File: src/rtl/fp_compare_sequencer_if.sv
// Operand/result handshake bundle for the field-by-field IEEE 754 comparator.
// slave = sequencer side, master = operand source / result consumer side.
interface fp_compare_sequencer_if #(
   parameter int EXP_W = 8,
   parameter int MAN_W = 23
);
   localparam int W = 1 + EXP_W + MAN_W;

   logic         in_valid;
   logic         in_ready;
   logic [W-1:0] a;
   logic [W-1:0] b;
   logic         out_valid;
   logic         out_ready;
   logic [2:0]   result;
   logic         unordered;
   logic [1:0]   decided_at;

   modport slave (
      input  in_valid, a, b, out_ready,
      output in_ready, out_valid, result, unordered, decided_at
   );

   modport master (
      output in_valid, a, b, out_ready,
      input  in_ready, out_valid, result, unordered, decided_at
   );
endinterface

File: src/rtl/fp_compare_sequencer.sv
// Sequences a single-precision compare sign -> exponent -> mantissa, stopping at the
// first deciding field. Result encoding: 100 eq, 010 a>b, 001 a<b, 000 unordered.
module fp_compare_sequencer #(
   parameter int EXP_W = 8,
   parameter int MAN_W = 23,
   parameter int CNT_W = 16
) (
   input  logic                  clk,
   input  logic                  rst_n,
   fp_compare_sequencer_if.slave io,
   output logic                  busy,
   output logic [CNT_W-1:0]      cmp_count
);
   localparam int W = 1 + EXP_W + MAN_W;

   typedef enum logic [2:0] {S_IDLE, S_SIGN, S_EXP, S_MANT, S_DONE} state_t;

   state_t           state_q, state_d;
   logic [W-1:0]     a_q, a_d, b_q, b_d;
   logic [2:0]       result_q, result_d;
   logic             unord_q, unord_d;
   logic [1:0]       dec_q, dec_d;
   logic [CNT_W-1:0] cnt_q, cnt_d;

   logic             sa, sb;
   logic [EXP_W-1:0] ea, eb;
   logic [MAN_W-1:0] ma, mb;
   logic             nan_a, nan_b, zero_a, zero_b;

   assign sa = a_q[W-1];
   assign sb = b_q[W-1];
   assign ea = a_q[W-2:MAN_W];
   assign eb = b_q[W-2:MAN_W];
   assign ma = a_q[MAN_W-1:0];
   assign mb = b_q[MAN_W-1:0];

   assign nan_a  = (&ea) && (|ma);
   assign nan_b  = (&eb) && (|mb);
   assign zero_a = ~(|ea) && ~(|ma);
   assign zero_b = ~(|eb) && ~(|mb);

   always_comb begin
      state_d  = state_q;
      a_d      = a_q;
      b_d      = b_q;
      result_d = result_q;
      unord_d  = unord_q;
      dec_d    = dec_q;
      cnt_d    = cnt_q;
      unique case (state_q)
         S_IDLE: begin
            if (io.in_valid) begin
               a_d     = io.a;
               b_d     = io.b;
               state_d = S_SIGN;
            end
         end
         S_SIGN: begin
            state_d = S_DONE;
            dec_d   = 2'd0;
            unord_d = 1'b0;
            if (nan_a || nan_b) begin
               result_d = 3'b000;
               unord_d  = 1'b1;
            end else if (zero_a && zero_b) begin
               result_d = 3'b100;
            end else if (sa != sb) begin
               result_d = sa ? 3'b001 : 3'b010;
            end else begin
               state_d = S_EXP;
            end
         end
         S_EXP: begin
            // Same sign: larger magnitude wins for positives, loses for negatives.
            if (ea != eb) begin
               result_d = ((ea > eb) ^ sa) ? 3'b010 : 3'b001;
               unord_d  = 1'b0;
               dec_d    = 2'd1;
               state_d  = S_DONE;
            end else begin
               state_d = S_MANT;
            end
         end
         S_MANT: begin
            if (ma == mb) result_d = 3'b100;
            else          result_d = ((ma > mb) ^ sa) ? 3'b010 : 3'b001;
            unord_d = 1'b0;
            dec_d   = 2'd2;
            state_d = S_DONE;
         end
         S_DONE: begin
            if (io.out_ready) begin
               state_d = S_IDLE;
               if (!(&cnt_q)) cnt_d = cnt_q + 1'b1;
            end
         end
         default: state_d = S_IDLE;
      endcase
   end

   always_ff @(posedge clk or negedge rst_n) begin
      if (!rst_n) begin
         state_q  <= S_IDLE;
         a_q      <= '0;
         b_q      <= '0;
         result_q <= 3'b000;
         unord_q  <= 1'b0;
         dec_q    <= 2'd0;
         cnt_q    <= '0;
      end else begin
         state_q  <= state_d;
         a_q      <= a_d;
         b_q      <= b_d;
         result_q <= result_d;
         unord_q  <= unord_d;
         dec_q    <= dec_d;
         cnt_q    <= cnt_d;
      end
   end

   assign io.in_ready   = (state_q == S_IDLE);
   assign io.out_valid  = (state_q == S_DONE);
   assign io.result     = result_q;
   assign io.unordered  = unord_q;
   assign io.decided_at = dec_q;
   assign busy          = (state_q != S_IDLE);
   assign cmp_count     = cnt_q;
endmodule
File: src/flat_wrapper.sv
// flat-port wrapper written by rule: the top's interface ports become plain ports
module fp_compare_sequencer_flat 
#(
   parameter int EXP_W = 8,
   parameter int MAN_W = 23,
   parameter int CNT_W = 16
)
  (clk, rst_n, busy, cmp_count, io_in_valid, io_a, io_b, io_out_ready, io_in_ready, io_out_valid, io_result, io_unordered, io_decided_at);
  fp_compare_sequencer_if #(.EXP_W(EXP_W), .MAN_W(MAN_W)) io_i ();
  input  logic clk;
  input  logic rst_n;
  output logic busy;
  output logic [CNT_W-1:0] cmp_count;
  input wire logic [$bits(io_i.in_valid)-1:0] io_in_valid;
  input wire logic [$bits(io_i.a)-1:0] io_a;
  input wire logic [$bits(io_i.b)-1:0] io_b;
  input wire logic [$bits(io_i.out_ready)-1:0] io_out_ready;
  output wire logic [$bits(io_i.in_ready)-1:0] io_in_ready;
  output wire logic [$bits(io_i.out_valid)-1:0] io_out_valid;
  output wire logic [$bits(io_i.result)-1:0] io_result;
  output wire logic [$bits(io_i.unordered)-1:0] io_unordered;
  output wire logic [$bits(io_i.decided_at)-1:0] io_decided_at;
  assign io_i.in_valid = io_in_valid;
  assign io_i.a = io_a;
  assign io_i.b = io_b;
  assign io_i.out_ready = io_out_ready;
  assign io_in_ready = io_i.in_ready;
  assign io_out_valid = io_i.out_valid;
  assign io_result = io_i.result;
  assign io_unordered = io_i.unordered;
  assign io_decided_at = io_i.decided_at;
  fp_compare_sequencer #(.EXP_W(EXP_W), .MAN_W(MAN_W), .CNT_W(CNT_W)) u_core (.clk(clk), .rst_n(rst_n), .io(io_i), .busy(busy), .cmp_count(cmp_count));
endmodule
File: config.mk
export PLATFORM = sky130hd
export DESIGN_NAME = fp_compare_sequencer_flat
export DESIGN_NICKNAME = d
export VERILOG_FILES = /design/src/rtl/fp_compare_sequencer_if.sv /design/src/rtl/fp_compare_sequencer.sv /design/src/flat_wrapper.sv
export SDC_FILE = /design/constraint.sdc
export NUM_CORES = 1
export LEC_CHECK = 0
export BUFFER_PORTS_ARGS = -buffer_cell sky130_fd_sc_hd__buf_2
export CORE_UTILIZATION = 50
export DETAILED_ROUTE_END_ITERATION = 10
export PLACE_DENSITY = 0.8
export RECOVER_POWER = 25
export SETUP_SLACK_MARGIN = 0.4
export SKIP_CTS_REPAIR_TIMING = 1
export SYNTH_ARGS = -nofsm -noshare
export SYNTH_HDL_FRONTEND = slang
export SYNTH_SLANG_ARGS = --single-unit
File: constraint.sdc
create_clock -name clk -period 3.3 [get_ports clk]
set_input_delay 0.495 -clock clk [delete_from_list [all_inputs] [get_ports clk]]
set_output_delay 0.495 -clock clk [all_outputs]
set_load 0.02 [all_outputs]
### Word level (Yosys, flattened, before mapping)

Index checks and enable logic that the tools add are counted.

| storage, ports and cells | value |
|---|---|
| output and inout bits | 25 |
| logic and storage cells | 70 |
| bits in registers | 89 |

| operators by class | value |
|---|---|
| eq/ne operators | 11 |
| muxes and demuxes | 21 |
| add/sub/neg operators | 1 |
| reductions and logical operators | 21 |
| bitwise gates (word level) | 7 |
| magnitude comparators | 2 |

Operator list:

| kind | count |
|---|---|
| OR reduction 23 bit | 2 |
| 2-to-1 mux 3 bit | 11 |
| equality test 23 bit | 1 |
| greater-than comparator 23 bit | 1 |
| adder 16 x 1 -> 16 bit (second input constant) | 1 |
| AND reduction 16 bit | 1 |
| AND reduction 8 bit | 2 |
| OR reduction 8 bit | 2 |
| case mux 3 bit (5 select lines) | 1 |
| case mux 3 bit (3 select lines) | 1 |
| greater-than comparator 8 bit | 1 |
| 2-to-1 mux 2 bit | 4 |
| inequality test 8 bit | 1 |
| equality test 3 x 2 -> 1 bit (second input constant) | 2 |
| case mux 2 bit (3 select lines) | 1 |
| AND reduction 2 bit | 3 |
| AND reduction 3 bit | 2 |
| nonzero test 3 bit | 2 |
| logical AND 1 bit | 5 |
| NOT 1 bit | 5 |
| inequality test 2 bit (second input constant) | 2 |
| inequality test 4 x 1 -> 1 bit (second input constant) | 1 |
| equality test 3 x 1 -> 1 bit (second input constant) | 1 |
| equality test 3 bit (second input constant) | 1 |
| other kinds (7) | 9 |

### Logic depth before layout (Yosys ltp)

Gate-level depths: netlist of run 1.

| depth | value |
|---|---|
| depth after elaboration | 7 |
| depth in mapped cells | 9 |
| gate-level depth less buffers | 9 |

### Least setup slack after synthesis of run 1

Ideal clock, no wire load.

| timing path | value |
|---|---|
| path kind | register -> register |
| start point | register u_core.state_q[0] |
| end point | register u_core.a_q[10] |
| stages on the path, launching flop included | 8 |
| path slack | 1.191 ns |
| arrival time | 1.985 ns |
| setup time | 0.125 ns |
| buffers on the path | 3 |
| clock period less this slack | 2.109 ns |
| cells stage by stage | dfrtp_1 clkbuf_1 or3_1 inv_1 and2_1 buf_2 buf_2 mux2_2 |

| on the way | value |
|---|---|
| cells in the longest elaborated chain, start to end | 2 |

Ends and longest elaborated chain:

| element | RTL line | text |
|---|---|---|
| start, declared | fp_compare_sequencer.sv:18 | `state_t state_q, state_d;` |
| start signal, assigned | fp_compare_sequencer.sv:111 | `state_q <= state_d;` |
| zero test 3 bit | - |  |
| net io_in_ready | flat_wrapper.sv:18 | `output wire logic [$bits(io_i.in_ready)-1:0] io_in_ready;` |
| AND reduction 2 bit (no source line) | - |  |
| end signal, assigned | fp_compare_sequencer.sv:104 | `a_q <= '0;` |
| end signal, assigned | fp_compare_sequencer.sv:112 | `a_q <= a_d;` |
| end, declared | fp_compare_sequencer.sv:19 | `logic [W-1:0] a_q, a_d, b_q, b_d;` |

The timed path passes the listed nets, and every way through them passes these cells.
A chain may end at the register's enable or synchronous reset.

### Worst setup path after layout of run 1

| timing path | value |
|---|---|
| start point | register u_core.state_q[2] |
| end point | register u_core.a_q[18] |

| on the way | value |
|---|---|
| cells in the longest elaborated chain, start to end | 2 |

Ends and longest elaborated chain:

| element | RTL line | text |
|---|---|---|
| zero test 3 bit | fp_compare_sequencer.sv:50 | `unique case (state_q)` |
| AND reduction 2 bit (no source line) | - |  |

No other way between the ends.

==> results of run 1 <==
==> cell usage in the layout (no fill, tap or decap), types with 3 or more instances in the layout <==
master     n
dfrtp_1   89
nand4_1   13
o32a_1     3
xor2_1     7
ha_1      32
nor4_1    14
a21oi_1   14
and3_1     4
mux2_2    34
nand2b_1   5
xnor2_1   11
a31oi_1    3
buf_2     91
inv_1     35
nand2_1   55
and4_1     6
nand3_1   12
nor2_1    13
clkbuf_8  10
o21ai_0   36
==> per-stage QoR <==
stage          utilization, %  hold WS, ns
3_5_place_dp             58.3        0.465
6_report                 60.9        0.346
2_1_floorplan               -        0.199
3_3_place_gp             58.3        0.458
4_1_cts                  60.9        0.262
5_1_grt                  60.9        0.333
==> layer usage <==
layer / up-vias / share of wire [%] / track usage, %
met2: 113 / 48 / 34.4
met5: - / 0 / 0
li1: 1689 / - / -
met1: 1698 / 45 / 29.1
met4: 0 / 1.1 / 8.82
met3: 11 / 5.8 / 4.23
==> final cells by class <==
cell class                      count  area [µm²]
Timing Repair Buffer               96         515
Clock inverter                      6        90.1
Sequential cell                    89        2230
Antenna cell                        1        2.50
Tap cell                          108         135
Inverter                           35         131
Clock buffer                       10         138
Fill cell                         731        3390
Multi-Input combinational cell    288        2050
==> report_power, final <==
| group | switching, µW | internal, µW | total (µW) |
|---|---|---|---|
| logic | 1130 | 959 | 2080 |
| clock network | 394 | 450 | 844 |
| registers | 422 | 1560 | 1980 |
==> sequential cells by signal, indices dropped and copies added, names as in the netlist <==
name	flops
u_core.state_q	3
u_core.io.result	3
u_core.b_q	32
u_core.io.decided_at	2
u_core.a_q	32
u_core.io.unordered	1
u_core.cmp_count	16
==> final timing paths <==
kind,to,slack [ns],depth (start not counted)
setup / recovery,u_core.a_q[18],1.05,5
hold / removal,u_core.b_q[9],0.35,3
setup reg to reg,u_core.a_q[18],1.05,5
hold reg to reg,u_core.cmp_count[8],0.49,1
max in group asynchronous,u_core.b_q[20],1.74,1
min in group asynchronous,u_core.cmp_count[7],0.56,1
==> worst max-delay path, stage by stage, from the launching register on <==
cell	delay [ns]
dfrtp_1	0.46
or3_1	0.41
inv_1	0.07
and2_2	0.55
buf_12	0.28
mux2_2	0.35
==> cell families after synthesis <==
kind of cell,after synthesis,synth area share [%]
AO/OA/AOI/OAI,70,9.35
adder cells (fa/ha/maj),32,8.95
buffers and inverters,50,4.48
AND/OR/NAND/NOR,134,15.3
flip-flops,89,49.8
multiplexers,34,8.56
XOR/XNOR,18,3.53
==> results.txt, run 1 <==
----------------------------------------------------
[Drt]
  DRC violation count after routing ... 0
  Violation count after the first detailed-route iteration ... 147
  Vias per std cell ... roughly 5.5
  Count of TritonRoute iterations in the first routing pass ... 4
  Detailed-route wire length ... ~9.8 mm
  Via total after detailed routing ... 3511
  Post-DRT Antenna Nets ... 0
  Average wire length per cell after detail routing ... 15.4 µm

[Global routing]
  Pin count of the biggest net entering global routing ... 68
  Via count of the first global-routing pass ... approximately 3300
  Initial antenna violation count ... 1
  All-Layer GR Usage ... 21.7%
  Remaining global-route overflow ... 0
  Global-route wire length before repair ... roughly 15 mm

[Worst setup path]
  Critical R2R Launch ... u_core.state_q[2]
  Kind of critical path ... register to register
  Critical Path Sink Type ... register
  Critical-path maximum fanout ... 40
  Arrival time worst endpoint ... 2.49 ns
  Crit. Startpoint ... u_core.state_q[2]
  CP Launch Type ... register
  Data required time at the worst endpoint ... ~3.5 ns

[Finish]
  Area delta synth->final ... 18.2%
  Final #Nets ... between 600 and 700
  Layout cells sized above 1 ... approximately 30%
  Final std cells w/o fill ... about 630
  Final cell area excluding filler cells ... around 5300 µm²

[Clocking]
  Clock Root Buffer ... clkbuf_8
  Clock buffer count from CTS ... 9
  TritonCTS sink count ... 89
  Buffer levels on the longest clock path ... 2
  Number of H-tree levels ... 3
  Worst-path clk slew ... roughly 0.090 ns
  Clock tree from TritonCTS ... done
  Clock latency on the worst-skew pair ... approximately 0.35 ns

[STA]
  Final critical-path required period ... between 2 and 2.5 ns
  Count of final setup violators ... 0
  F_max ... ~440 MHz
  Final worst-path setup slack ... 1.05 ns
  Pins over their slew limit ... between 60 and 70
  Worst-Margin Slew ... roughly 1.7 ns
  Setup Skew ... between 0.007 and 0.008 ns
  Sum of negative setup slack ... 0 ns
  Crit share post-route ... 68.2%
  Remaining max-slew budget at the tightest pin ... -11.1%
  Number of endpoints with negative hold slack in the final report ... 0
  RSZ-0062 raised after global routing ... false

[Yosys]
  Yosys warns ... 0
  Cell taking the most area after synthesis ... dfrtp_1
  Dominant register cell in the synthesized netlist ... dfrtp_1
  Post-synthesis instance area ... 4470 µm²
  Commonest cells post-synth ... dfrtp_1 (89), nand2_1 (55), o21ai_0 (36)
  Post-Synthesis Mean Instance Area ... between 10 and 15 µm²
  Area fraction of the dominant cell type after synthesis ... between 40% and 50%
  Most area-consuming cells after synthesis ... dfrtp_1 (50%), ha_1 (9.0%), mux2_2 (8.6%), nand2_1 (4.6%), o21ai_0 (4.0%)
  Number of enable flip-flop cells after synthesis ... 0
  Distinct cell type count of the synthesized netlist ... 39
  Gate Count Post-Synth ... 427
  Fraction of registers with async set/reset ... 100%
  Most frequently used cell type in the post-synthesis netlist ... dfrtp_1
  Flop and latch count out of synthesis ... 89
  Post-synthesis net count ... around 530
  Seq/Total Area, Yosys ... between 40% and 50%

[Worst hold path]
  Hold Crit Class ... primary input to register
  Worst hold start ... io_b[9]

[Floorplanning]
  Die span in y ... around 97 µm
  DIE WIDTH ... around 97 µm
  Initial core utilization ... between 50% and 60%
  Die ar. ... 9330 µm²
  Std-Cell Rows ... 34
  I/O pin count ... slightly above 90
  Area of the core ... around 8700 µm²

[Pwr]
  Worst IR drop on VDD ... ~0.00041 V
  Pwr per Cell Area ... about 930 nW/µm²
  LEAKAGE ... roughly 0.0025 µW
  Total power draw ... between 4000 and 5000 µW

[Place]
  HPWL after detailed placement ... about 7.4 mm
  Number of buffers added on ports ... ~90
  Worst setup timing slack at the placement stage ... between 1 and 1.5 ns
  Placed Area ... a little over 5000 µm²
  Placed instance count ... between 600 and 700
  GPL Wtd Cong ... roughly 0.9

[Job]
  Max-cap viol count ... 1

[Status]
  Status ... finished, violations left
  Failing checks ... capacitance limit, slew limit

----------------------------------------------------
(Power assumes the default switching activity.)
==> run 2, diff against run 1 <==
--- a/config.mk
+++ b/config.mk
@@ -5,10 +5,11 @@
 export SDC_FILE = /design/constraint.sdc
 export NUM_CORES = 1
 export LEC_CHECK = 0
+export ABC_AREA = 1
 export BUFFER_PORTS_ARGS = -buffer_cell sky130_fd_sc_hd__buf_2
 export CORE_UTILIZATION = 50
 export DETAILED_ROUTE_END_ITERATION = 10
-export PLACE_DENSITY = 0.8
+export PLACE_DENSITY = 0.79
 export RECOVER_POWER = 25
 export SETUP_SLACK_MARGIN = 0.4
 export SKIP_CTS_REPAIR_TIMING = 1
==> constraint.sdc (replaced) <==
create_clock -name clk -period 2.35 [get_ports clk]
set_input_delay 0.3525 -clock clk [delete_from_list [all_inputs] [get_ports clk]]
set_output_delay 0.3525 -clock clk [all_outputs]
set_load 0.02 [all_outputs]
==> run 2 against run 1 <==
The flow now finishes without violations; cell count up 25%; synthesized cell count up 30%; count of clock-buffer cells in the layout up 2; critical endpoint is now u_core.io.result[0]; power up 47%; utilization up 1.5 points; first-iteration DRC count down 6.1%; largest power group unchanged; sequential power up 36%; combinational power up 68%; sequential share of layout area down 3.5 points.
==> results.txt, run 2 <==
----------------------------------------------------
[Pwr]
  Total power draw ... approximately 7200 µW
  Pwr per Cell Area ... around 1200 nW/µm²
  Worst IR drop on VDD ... between 0.0005 and 0.0006 V
  LEAKAGE ... 0.00296 µW

[Drt]
  Detailed-route wire length ... approximately 10 mm
  Post-DRT Antenna Nets ... 0
  Violation count after the first detailed-route iteration ... between 100 and 150
  Vias per std cell ... ~5.1
  Count of TritonRoute iterations in the first routing pass ... 4
  DRC violation count after routing ... 0
  Via total after detailed routing ... 4036
  Average wire length per cell after detail routing ... 13.1 µm

[Worst setup path]
  Capture instance of the worst register-to-register path ... u_core.io.result[0]
  Arrival time worst endpoint ... around 2.2 ns
  CP delay by family, top ... simple AND/OR/NAND/NOR gates
  Cell type of the slowest stage on the worst timing path ... dfrtp_1
  Critical-path maximum fanout ... 5
  Number of buffer and inverter stages on the critical path ... 1
  Cell chain of the critical path ... ha_4, nand2_2, nor2_2, nand4_1, buf_4, nand3_1, nand3_1, nand2_1, nor2_2, a21oi_2
  Reg2Reg Depth ... 10
  Kind of critical path ... register to register
  Data required time at the worst endpoint ... 2.63 ns
  CP Launch Type ... register
  Critical R2R Launch ... u_core.a_q[28]
  Largest incremental delay on the critical path ... ~0.46 ns
  Critical Path Sink Type ... register
  Slack of the worst reg-to-reg path ... approximately 0.48 ns

[Yosys]
  Gate Count Post-Synth ... approximately 550
  Fraction of registers with async set/reset ... between 90% and 100%
  Commonest cells post-synth ... nor2_1 (102), nand2_1 (100), dfrtp_1 (89)
  Distinct cell type count of the synthesized netlist ... 29
  Dominant combinational cell family by area after synthesis ... simple AND/OR/NAND/NOR gates
  Yosys warns ... 0
  Area share of fa/ha/maj cells after synthesis ... between 8 and 9%
  Cell taking the most area after synthesis ... dfrtp_1
  Most frequently used cell type in the post-synthesis netlist ... nor2_1
  Post-Synthesis Mean Instance Area ... roughly 8.6 µm²
  Most area-consuming cells after synthesis ... dfrtp_1 (47%), ha_1 (8.4%), nor2_1 (8.0%), nand2_1 (7.9%), mux2_2 (7.3%)
  Number of enable flip-flop cells after synthesis ... 0
  Area fraction of the dominant cell type after synthesis ... a little under half
  Dominant register cell in the synthesized netlist ... dfrtp_1
  Flop and latch count out of synthesis ... 89
  Post-synthesis net count ... 654
  Portion of netlist area occupied by mux cells ... under 10%
  XOR/XNOR share of the synthesized area ... between 2 and 3%
  Compound-cell area share of the yosys netlist ... under 10%
  Seq/Total Area, Yosys ... 46.6%
  Share of synthesized cell area in and, or, nand and nor gates ... roughly 22%
  Post-synthesis instance area ... approximately 4800 µm²

[Floorplanning]
  I/O pin count ... 93
  Initial core utilization ... between 50% and 60%
  Area of the core ... about 9000 µm²
  Die ar. ... just under 10000 µm²
  Std-Cell Rows ... 35
  DIE WIDTH ... roughly 100 µm
  Die span in y ... approximately 100 µm

[Clocking]
  Buffer levels on the longest clock path ... 2
  Clock buffer count from CTS ... 9
  Worst-path clk slew ... about 0.09 ns
  Clock tree from TritonCTS ... done
  TritonCTS sink count ... a little under 90
  Clock latency on the worst-skew pair ... between 0.3 and 0.4 ns
  Number of H-tree levels ... 3
  Clock Root Buffer ... clkbuf_8

[STA]
  Remaining max-slew budget at the tightest pin ... roughly a third
  Count of final setup violators ... 0
  Final critical-path required period ... 1.87 ns
  F_max ... roughly 530 MHz
  Worst-Margin Slew ... 0.977 ns
  Crit share post-route ... between 70% and 80%
  Number of endpoints with negative hold slack in the final report ... 0
  Setup Skew ... 0.00895 ns
  Pins over their slew limit ... 0
  Sum of negative setup slack ... 0 ns
  RSZ-0062 raised after global routing ... true

[Global routing]
  Initial antenna violation count ... 0
  All-Layer GR Usage ... between 20% and 30%
  Global-route wire length before repair ... between 15 and 20 mm
  Remaining global-route overflow ... 0
  Pin count of the biggest net entering global routing ... 38
  Via count of the first global-routing pass ... a little under 4000

[Worst hold path]
  Worst hold path depth ... 2
  Worst hold start ... io_a[13]
  Hold Crit Class ... primary input to register
  Worst Hold End ... u_core.a_q[13]

[Place]
  Number of buffers added on ports ... roughly 90
  GPL Wtd Cong ... about 0.90
  Placed Area ... about 5400 µm²
  HPWL after detailed placement ... roughly 7.8 mm

[Finish]
  Final cell area excluding filler cells ... around 5800 µm²
  Leading cell type in the layout, fill and taps excluded ... nor2_1
  Leading cell types in the layout, fill and taps excluded ... nor2_1 (96), nand2_1 (92), buf_2 (91), dfrtp_1 (88), inv_1 (63)
  Final #Nets ... 760
  Diodes inserted ... 0
  Layout cells sized above 1 ... 26.8%
  Area delta synth->final ... 20.7%
  Total area of multi-input combinational cells ... between 2000 and 2500 µm²
  Area used by sequential logic in the layout ... between 2000 and 2500 µm²
  Fillers ... around 800

[Job]
  Max-cap viol count ... 0

[Status]
  Status ... completed

----------------------------------------------------
## run 2: cell types whose count changed after synthesis, moves of 4 or more
cell / previous run / this run
a21oi_1: 14 / 50
and3_1: 4 / 0
and4_1: 6 / 0
buf_2: 10 / 6
inv_1: 35 / 63
nand2_1: 55 / 100
nand2b_1: 5 / 1
nand3_1: 12 / 25
nor2_1: 13 / 102
nor4_1: 14 / 3
o21ai_0: 36 / 4
xnor2_1: 11 / 7
## run 2: logic make-up after synthesis
| group | count (synthesis) |
|---|---|
| flip-flops | 89 |
| AND/OR/NAND/NOR | 253 |
| multiplexers | 31 |
| XOR/XNOR | 15 |
| buffers and inverters | 76 |
| adder cells (fa/ha/maj) | 32 |
| AO/OA/AOI/OAI | 58 |
## run 2: final cells by class
| type | count | area share, % |
|---|---|---|
| Clock inverter | 3 | 0.738 |
| Tap cell | 129 | 2.80 |
| Sequential cell | 89 | 38.7 |
| Multi-Input combinational cell | 389 | 40.6 |
| Inverter | 64 | 4.17 |
| Timing Repair Buffer | 107 | 10.6 |
| Clock buffer | 12 | 2.34 |
## run 2: per-stage QoR
| stage | hold WS [ns] | std cells | util, % | worst slack, ns |
|---|---|---|---|---|
| floorplan | 0.0569 | 554 | - | 0.646 |
| global placement | 0.355 | 768 | 58.6 | 0.475 |
| detailed placement | 0.353 | 768 | 58.6 | 0.359 |
| CTS | -0.0274 | 783 | 60.5 | 0.325 |
| global route | 0.221 | 793 | 62.4 | 0.356 |
| finish | 0.232 | 793 | 62.4 | 0.480 |
## run 2: worst register-to-register path, stage by stage, from the launching register on
cell	delay [ns]
dfrtp_1	0.46
ha_4	0.30
nand2_2	0.05
nor2_2	0.13
nand4_1	0.24
buf_4	0.21
nand3_1	0.07
nand3_1	0.07
nand2_1	0.10
nor2_2	0.05
a21oi_2	0.12
## run 2: worst max path at each step
stage | from | end | slack [ns] | cells past startpoint
after floorplan | u_core.cmp_count[0] | u_core.cmp_count[8] | 0.65 | 9
after global placement | u_core.cmp_count[0] | u_core.cmp_count[9] | 0.48 | 9
after detailed placement | u_core.cmp_count[0] | u_core.cmp_count[9] | 0.36 | 9
after CTS | u_core.cmp_count[0] | u_core.cmp_count[9] | 0.33 | 9
after global routing | u_core.b_q[27] | u_core.io.result[0] | 0.36 | 11
final | u_core.a_q[28] | u_core.io.result[0] | 0.48 | 10
## run 2: where the power goes
part / switching [µW] / internal (µW)
combinational: 1980 / 1510
sequential: 514 / 2180
clock: 515 / 486
total: 3010 / 4180
## run 2: metal layers
| metal | track usage, % | wire (µm) |
|---|---|---|
| met1 | 29.0 | 4750 |
| met2 | 35.9 | 4930 |
| met3 | 3.30 | 507 |
| met4 | 8.71 | 244 |
| met5 | 0 | 0 |
